## src/rtl/sum_window_acc_pkg.sv

```systemverilog
// Shared types and default widths for the windowed sum accumulator.
package sum_window_acc_pkg;

    typedef enum logic [1:0] {
        IDLE  = 2'd0,
        ACCUM = 2'd1,
        HOLD  = 2'd2
    } state_t;

    localparam int DEFAULT_DATA_W = 16;
    localparam int DEFAULT_ACC_W  = 20;
    localparam int DEFAULT_CNT_W  = 8;

endpackage

```

## src/rtl/sum_window_acc_if.sv

```systemverilog
// Sample input and result output handshakes of the windowed sum accumulator.
interface sum_window_acc_if
    import sum_window_acc_pkg::*;
#(
    parameter int DATA_W = DEFAULT_DATA_W,
    parameter int ACC_W  = DEFAULT_ACC_W,
    parameter int CNT_W  = DEFAULT_CNT_W
);
    logic [DATA_W-1:0] in_data;
    logic              in_valid;
    logic              in_ready;
    logic [ACC_W-1:0]  out_sum;
    logic [CNT_W-1:0]  out_cnt;
    logic              out_ovf;
    logic              out_valid;
    logic              out_ready;

    modport master (
        output in_data, in_valid, out_ready,
        input  in_ready, out_sum, out_cnt, out_ovf, out_valid
    );

    modport slave (
        input  in_data, in_valid, out_ready,
        output in_ready, out_sum, out_cnt, out_ovf, out_valid
    );
endinterface

```

## src/rtl/sum_window_acc_add.sv

```systemverilog
// Combinational accumulator adder with carry out.
// Defining SUM_WINDOW_ACC_SAT_EN clamps the sum to all-ones on carry instead of wrapping.
module sum_window_acc_add #(
    parameter int ACC_W  = 20,
    parameter int DATA_W = 16
) (
    input  logic [ACC_W-1:0]  a,
    input  logic [DATA_W-1:0] b,
    output logic [ACC_W-1:0]  sum,
    output logic              carry
);
    logic [ACC_W:0] raw;

    always_comb begin
        raw   = {1'b0, a} + {{(ACC_W-DATA_W+1){1'b0}}, b};
        carry = raw[ACC_W];
`ifdef SUM_WINDOW_ACC_SAT_EN
        sum   = carry ? '1 : raw[ACC_W-1:0];
`else
        sum   = raw[ACC_W-1:0];
`endif
    end
endmodule

```

## src/rtl/sum_window_acc.sv

```systemverilog
// Sums a window of win_len samples (or until flush) and holds the result until consumed.
// Overflow handling is chosen by SUM_WINDOW_ACC_SAT_EN (see sum_window_acc_add).
module sum_window_acc
    import sum_window_acc_pkg::*;
#(
    parameter int DATA_W = DEFAULT_DATA_W,
    parameter int ACC_W  = DEFAULT_ACC_W,
    parameter int CNT_W  = DEFAULT_CNT_W
) (
    input  logic             clock,
    input  logic             rst,
    input  logic [CNT_W-1:0] win_len,
    input  logic             flush,
    sum_window_acc_if.slave  bus
);
    state_t           state_q, state_d;
    logic [ACC_W-1:0] acc_q, acc_d;
    logic [CNT_W-1:0] cnt_q, cnt_d;
    logic [CNT_W-1:0] len_q, len_d;
    logic             ovf_q, ovf_d;

    logic             accept;
    logic [CNT_W-1:0] cnt_inc;
    logic [ACC_W-1:0] add_sum;
    logic             add_carry;

    sum_window_acc_add #(
        .ACC_W  (ACC_W),
        .DATA_W (DATA_W)
    ) u_add (
        .a     (acc_q),
        .b     (bus.in_data),
        .sum   (add_sum),
        .carry (add_carry)
    );

    // Handshake outputs decode the state register only, keeping in_valid/out_ready off any output path.
    assign bus.in_ready  = (state_q != HOLD);
    assign bus.out_valid = (state_q == HOLD);
    assign bus.out_sum   = acc_q;
    assign bus.out_cnt   = cnt_q;
    assign bus.out_ovf   = ovf_q;

    assign accept  = bus.in_valid && (state_q != HOLD);
    assign cnt_inc = cnt_q + CNT_W'(1);

    always_comb begin
        state_d = state_q;
        acc_d   = acc_q;
        cnt_d   = cnt_q;
        len_d   = len_q;
        ovf_d   = ovf_q;
        unique case (state_q)
            IDLE: begin
                if (accept) begin
                    len_d   = (win_len == '0) ? CNT_W'(1) : win_len;
                    acc_d   = {{(ACC_W-DATA_W){1'b0}}, bus.in_data};
                    cnt_d   = CNT_W'(1);
                    ovf_d   = 1'b0;
                    state_d = (len_d == CNT_W'(1)) ? HOLD : ACCUM;
                end
            end
            ACCUM: begin
                if (accept) begin
                    acc_d = add_sum;
                    cnt_d = cnt_inc;
                    ovf_d = ovf_q | add_carry;
                    if (flush || (cnt_inc == len_q)) begin
                        state_d = HOLD;
                    end
                end else if (flush) begin
                    state_d = HOLD;
                end
            end
            HOLD: begin
                if (bus.out_ready) begin
                    state_d = IDLE;
                    ovf_d   = 1'b0;
                end
            end
            default: state_d = IDLE;
        endcase
    end

    always_ff @(posedge clock) begin
        if (rst) begin
            state_q <= IDLE;
            acc_q   <= '0;
            cnt_q   <= '0;
            len_q   <= CNT_W'(1);
            ovf_q   <= 1'b0;
        end else begin
            state_q <= state_d;
            acc_q   <= acc_d;
            cnt_q   <= cnt_d;
            len_q   <= len_d;
            ovf_q   <= ovf_d;
        end
    end
endmodule

```

## src/flat_wrapper.sv

```systemverilog
// flat-port wrapper written by rule: the top's interface ports become plain ports
module sum_window_acc_flat import sum_window_acc_pkg::*;
#(
    parameter int DATA_W = DEFAULT_DATA_W,
    parameter int ACC_W  = DEFAULT_ACC_W,
    parameter int CNT_W  = DEFAULT_CNT_W
)
  (clock, rst, win_len, flush, bus_in_data, bus_in_valid, bus_out_ready, bus_in_ready, bus_out_sum, bus_out_cnt, bus_out_ovf, bus_out_valid);
  sum_window_acc_if #(.DATA_W(DATA_W), .ACC_W(ACC_W), .CNT_W(CNT_W)) bus_i ();
  input  logic clock;
  input  logic rst;
  input  logic [CNT_W-1:0] win_len;
  input  logic flush;
  input wire logic [$bits(bus_i.in_data)-1:0] bus_in_data;
  input wire logic [$bits(bus_i.in_valid)-1:0] bus_in_valid;
  input wire logic [$bits(bus_i.out_ready)-1:0] bus_out_ready;
  output wire logic [$bits(bus_i.in_ready)-1:0] bus_in_ready;
  output wire logic [$bits(bus_i.out_sum)-1:0] bus_out_sum;
  output wire logic [$bits(bus_i.out_cnt)-1:0] bus_out_cnt;
  output wire logic [$bits(bus_i.out_ovf)-1:0] bus_out_ovf;
  output wire logic [$bits(bus_i.out_valid)-1:0] bus_out_valid;
  assign bus_i.in_data = bus_in_data;
  assign bus_i.in_valid = bus_in_valid;
  assign bus_i.out_ready = bus_out_ready;
  assign bus_in_ready = bus_i.in_ready;
  assign bus_out_sum = bus_i.out_sum;
  assign bus_out_cnt = bus_i.out_cnt;
  assign bus_out_ovf = bus_i.out_ovf;
  assign bus_out_valid = bus_i.out_valid;
  sum_window_acc #(.DATA_W(DATA_W), .ACC_W(ACC_W), .CNT_W(CNT_W)) u_core (.clock(clock), .rst(rst), .win_len(win_len), .flush(flush), .bus(bus_i));
endmodule
```

## config.mk

```make
export PLATFORM = sky130hd
export DESIGN_NAME = sum_window_acc_flat
export DESIGN_NICKNAME = d
export VERILOG_FILES = /design/src/rtl/sum_window_acc_pkg.sv /design/src/rtl/sum_window_acc_if.sv /design/src/rtl/sum_window_acc_add.sv /design/src/rtl/sum_window_acc.sv /design/src/flat_wrapper.sv
export SDC_FILE = /design/constraint.sdc
export NUM_CORES = 1
export LEC_CHECK = 0
export BUFFER_PORTS_ARGS = -buffer_cell sky130_fd_sc_hd__buf_2
export CELL_PAD_IN_SITES_DETAIL_PLACEMENT = 1
export CELL_PAD_IN_SITES_GLOBAL_PLACEMENT = 1
export CORE_ASPECT_RATIO = 0.8
export CORE_MARGIN = 10
export CORE_UTILIZATION = 40
export DETAILED_ROUTE_END_ITERATION = 8
export PLACE_DENSITY_LB_ADDON = 0.1
export REMOVE_ABC_BUFFERS = 1
export SLEW_MARGIN = 10
export SYNTH_ARGS = -nofsm -noshare
export SYNTH_HDL_FRONTEND = slang
export SYNTH_SLANG_ARGS = --single-unit
```

## constraint.sdc

```tcl
create_clock -name clock -period 2.85 [get_ports clock]
set_input_delay 0.1425 -clock clock [delete_from_list [all_inputs] [get_ports clock]]
set_output_delay 0.1425 -clock clock [all_outputs]
set_load 0.03 [all_outputs]
```

# After elaboration in Yosys (flattened, before gate mapping)
# Cells that the tools add are included.
# totals
register_bits	39
output_inout_bits	31
# classes
addsub	2
eq_ne	10
mux	18
n_bitwise	1
reduce_logical	10
# ops
op	count
2-to-1 mux 20 bit	2
case mux 20 bit (2 select lines)	1
2-to-1 mux 8 bit	3
adder 20 x 16 -> 21 bit	1
case mux 8 bit (2 select lines)	1
2-to-1 mux 2 bit	6
adder 8 x 1 -> 8 bit, second input constant	1
== test 8 x 1 -> 1 bit, second input constant	1
== test 8 bit	1
zero test 8 bit	1
AND reduction 4 bit	2
case mux 2 bit (3 select lines)	1
inequality test 2 x 1 -> 1 bit, second input constant	2
inequality test 2 bit, second input constant	2
2-to-1 mux 1 bit	3
inequality test 3 x 2 -> 1 bit, second input constant	1
inequality test 3 bit, second input constant	1
case mux 1 bit (3 select lines)	1
AND reduction 3 bit	1
nonzero test 3 bit	1
== test 2 x 1 -> 1 bit, second input constant	1
== test 2 bit, second input constant	1
zero test 2 bit	1
AND reduction 2 bit	1
4 further kinds	4

# Depth between registers and ports, before layout
# logic_depth
word_depth	6
mapped_depth	9

# Hierarchy
# Synthesis repeated with hierarchy kept, for this count alone.
# unflattened
hier_cells	352
area_unflattened_um2	2831.5
# by_module_without_submodules
mod	instances	cells_each	area_each_um2
sum_window_acc	1	229	1921.8
sum_window_acc_add	1	123	909.6

# Least setup slack after synthesis
# Ideal clock, no wire load.
# synth_path
path_type	flip-flop to flip-flop
startpoint	register u_core.acc_q[0], in the netlist u_core.bus.out_sum[0]
endpoint	register u_core.ovf_q, in the netlist u_core.bus.out_ovf
setup_ps	95
arrival_ps	2254
path_slack_ps	500
stages_incl_launch_ff	10
period_less_slack_ps	2350
cell_sequence	dfxtp_1 ha_1 inv_1 fa_1 nand2b_1 a21oi_1 o211ai_1 a211oi_2 o2111ai_1 a221oi_1
# synth_between
elab_chain_cells	4
# synth_lines
element	line_no	rtl
start: declaration	sum_window_acc.sv:17	logic [ACC_W-1:0] acc_q, acc_d;
start signal: assignment	sum_window_acc.sv:88	acc_q <= '0;
start signal: assignment	sum_window_acc.sv:94	acc_q <= acc_d;
adder 20 x 16 -> 21 bit	sum_window_acc_add.sv:15	raw = {1'b0, a} + {{(ACC_W-DATA_W+1){1'b0}}, b};
bitwise OR 1 bit	sum_window_acc.sv:67	ovf_d = ovf_q | add_carry;
2-to-1 mux 1 bit	sum_window_acc.sv:64	if (accept) begin
case mux 1 bit (3 select lines)	sum_window_acc.sv:53	unique case (state_q)
end signal: assignment	sum_window_acc.sv:97	ovf_q <= ovf_d;
end: declaration	sum_window_acc.sv:20	logic ovf_q, ovf_d;
# No other way between the ends. The select of a mux whose other input is x is not followed.
# A chain may end at the register's enable or synchronous reset.

# Final worst setup path
# Same ends and word-level chain as after synthesis.

==> metrics.yaml <==
routed_wl_um: 8880
cp.required_ps: 3050
period_needed_ps: 2430
hpwl_um: 6990
cts_tree: "yes"
root_buffer: "clkbuf_8"
internal_power_mw: 0.952
wire_per_inst_um: 18.0
skew_ps: 9.27
cts_buffers: 5
outcome: "finished clean"
num_rows: 27
layout-drive-gt1-share_pct: 18.7
async_flop_share_pct: 0
multiInputGateArea_um2: 1910
gp_congestion: 0.789
synth.avg_cell_area_um2: 7.89
cp_max_fo: 3
rsz0062_at_grt: "false"
critPathLaunch: "u_core.bus.out_sum[0]"
reg2reg_to: "u_core.bus.out_ovf"
final_util_pct: 47.4
start_kind: "flop"
max_slew_margin_pct: 52.8
die_h_um: 94.6
dp.cells: 488
grt_pass1_vias: 2987
die-area_um2: 10700
ctsLongestPathBuffers: 2
post-cts-setup-buffers: 0
num_antenna_cells: 0
p_seq_share_pct: 40.5
htreeDepth: 2
tns_ps: 0
synth_edf_count: 0
die_w_um: 113
maxSlewViolCount: 0
fin_crit_sh_pct: 85.4
grt_max_degree: 23
power_frac_clock_pct: 23.6
synthCells: 352
drc: 0
critPathCapture: "u_core.bus.out_ovf"
fmax_mhz: 411
finalHoldViolations: 0
p_comb_share_pct: 35.9
switching_power_mw: 0.564
rrSetupSlack_ps: 420
cts_sinks: 39
syn_to_final_growth_pct: 16.4
seqCellArea_um2: 781
grt_pass1_wl_um: 14700
cp.arrival_ps: 2630
worstMarginPinSlew_ps: 708
design.core.area_um2: 6820
io_pins: 60
io_buffers: 59
finalSetupViolCount: 0
synth-seq-cells: 39
grt_usage_pct: 16.4
fin_ws_ps: 415
n_fill_cell: 880
max_cap_violations: 0
ant_nets: 0
p_leak_nw: 1.38
ys_types: 57
initial_core_util_pct: 40.7
cts.repair.resized: 0
vias: 2842
antenna_found_initial: 0
reg2reg_depth: 9
grt_overflow: 0
place_ws_ps: 448
endpoint_kind: "flop"
avgViaCountPerCell: 5.75
synth_seq_area_share_pct: 28.1
yosysWarnings: 0
synth-main-ff-cell: "dfxtp_1"
fin_total_pwr_mw: 1.52
ir_drop_v: 0.000198
worstSetupPathType: "reg -> reg"
path_clk_slew_ps: 80
drt-pass1-iter-count: 4
insertion_delay_ps: 280
power.density_nw_per_um2: 469
ctsHoldBuffers: 0
stdcell_count: 494
final_common_cell: "buf_2"
p_sw_share_pct: 37.2
rr_startpoint: "u_core.bus.out_sum[0]"
final_cell_mix: "59 x buf_2, 39 x dfxtp_1, 37 x nor2_1, 34 x a21oi_1, 30 x nand2_1"
drtIter0Drc: 102
nets: 455
synthesis.area_um2: 2780
hold_path_class: "in -> reg"
==> cell type report <==
class	instances	share of cell area [%]
Sequential cell	39	24.1
Multi-Input combinational cell	289	58.9
Inverter	9	1.04
Tap cell	87	3.37
Timing Repair Buffer	64	10.3
Clock buffer	6	2.24
==> synth_stat cells (all sizes together) (2+ instances only) <==
cell / number / share of area, %
a2111oi: 2 / 0.90
a211oi: 12 / 3.4
a21o: 5 / 1.4
a21oi: 35 / 6.4
a311oi: 3 / 0.95
a31oi: 3 / 0.68
and2: 2 / 0.45
and3: 3 / 0.68
and4: 3 / 0.95
buf: 8 / 1.3
clkbuf: 7 / 0.95
dfxtp: 39 / 28
ha: 17 / 7.7
inv: 9 / 1.2
mux2i: 17 / 6.1
nand2: 30 / 4.1
nand2b: 12 / 2.7
nand3: 8 / 1.4
nand3b: 3 / 0.81
nand4: 3 / 0.68
nor2: 37 / 5.0
nor2b: 6 / 1.4
nor3: 9 / 1.6
nor3b: 4 / 1.1
nor4: 3 / 0.90
o2111ai: 2 / 0.63
o211ai: 5 / 1.4
o21a: 5 / 1.4
o21ai: 19 / 3.6
o21bai: 2 / 0.54
o22ai: 2 / 0.45
o32ai: 2 / 0.63
or2: 2 / 0.45
or3: 4 / 0.90
xnor2: 11 / 3.5
xor2: 5 / 1.6
==> worst min-delay path by stage <==
stage	from	slack [ps]	to	depth (start not counted)
2_1_floorplan	rst	210	u_core.bus.out_cnt[1]	1
3_3_place_gp	bus_out_ready	370	u_core.bus.out_ovf	2
3_5_place_dp	bus_out_ready	370	u_core.bus.out_ovf	2
4_1_cts	bus_out_ready	60	u_core.bus.out_ovf	2
5_1_grt	bus_out_ready	60	u_core.bus.out_ovf	2
6_report	bus_out_ready	70	u_core.bus.out_ovf	2
==> power by group through the flow <==
stage | logic [mW] | clock network (mW) | registers (mW)
3_3_place_gp | 0.528 | 0 | 0.624
6_report | 0.544 | 0.358 | 0.614
5_1_grt | 0.605 | 0.394 | 0.620
4_1_cts | 0.546 | 0.380 | 0.614
3_5_place_dp | 0.543 | 0 | 0.627
2_1_floorplan | 0.324 | 0 | 0.677
==> registers in the layout, indices dropped and copies added, names as in the netlist <==
name and flops:
u_core.bus.out_sum 20, u_core.len_q 8, u_core.state_q 2, u_core.bus.out_cnt 8, u_core.bus.out_ovf 1
==> through the flow <==
| stage | hold WS, ps | instance area [um^2] |
|---|---|---|
| floorplan | 212 | 2720 |
| global placement | 372 | 3160 |
| detailed placement | 370 | 3160 |
| CTS | 57.3 | 3230 |
| global route | 59.5 | 3230 |
| finish | 67.2 | 3230 |
==> layer usage <==
layer	wire length (um)	share of wire, %	global-route usage, %
met5	0	0	0
met4	106	1.2	4.11
met3	356	4.0	3.87
met2	4150	47	27.9
met1	4280	48	20.6
==> critical path, stage by stage, from the launching register on <==
cell and delay (ps):
dfxtp_1 360, ha_1 210, inv_1 70, fa_1 390, nand2b_1 180, a21oi_1 250
o211ai_1 210, a211oi_2 310, o2111ai_1 140, a221oi_1 240
==> logic make-up after synthesis <==
family,Yosys count,synth area share [%]
simple gates,133,24.3
compound gates,105,24.7
flops,39,28.1
buf+inv,24,3.42
fa+ha+maj,18,8.37
mux,17,6.12
xor+xnor,16,5.04
Note: power is estimated with default switching activity, not from simulation.
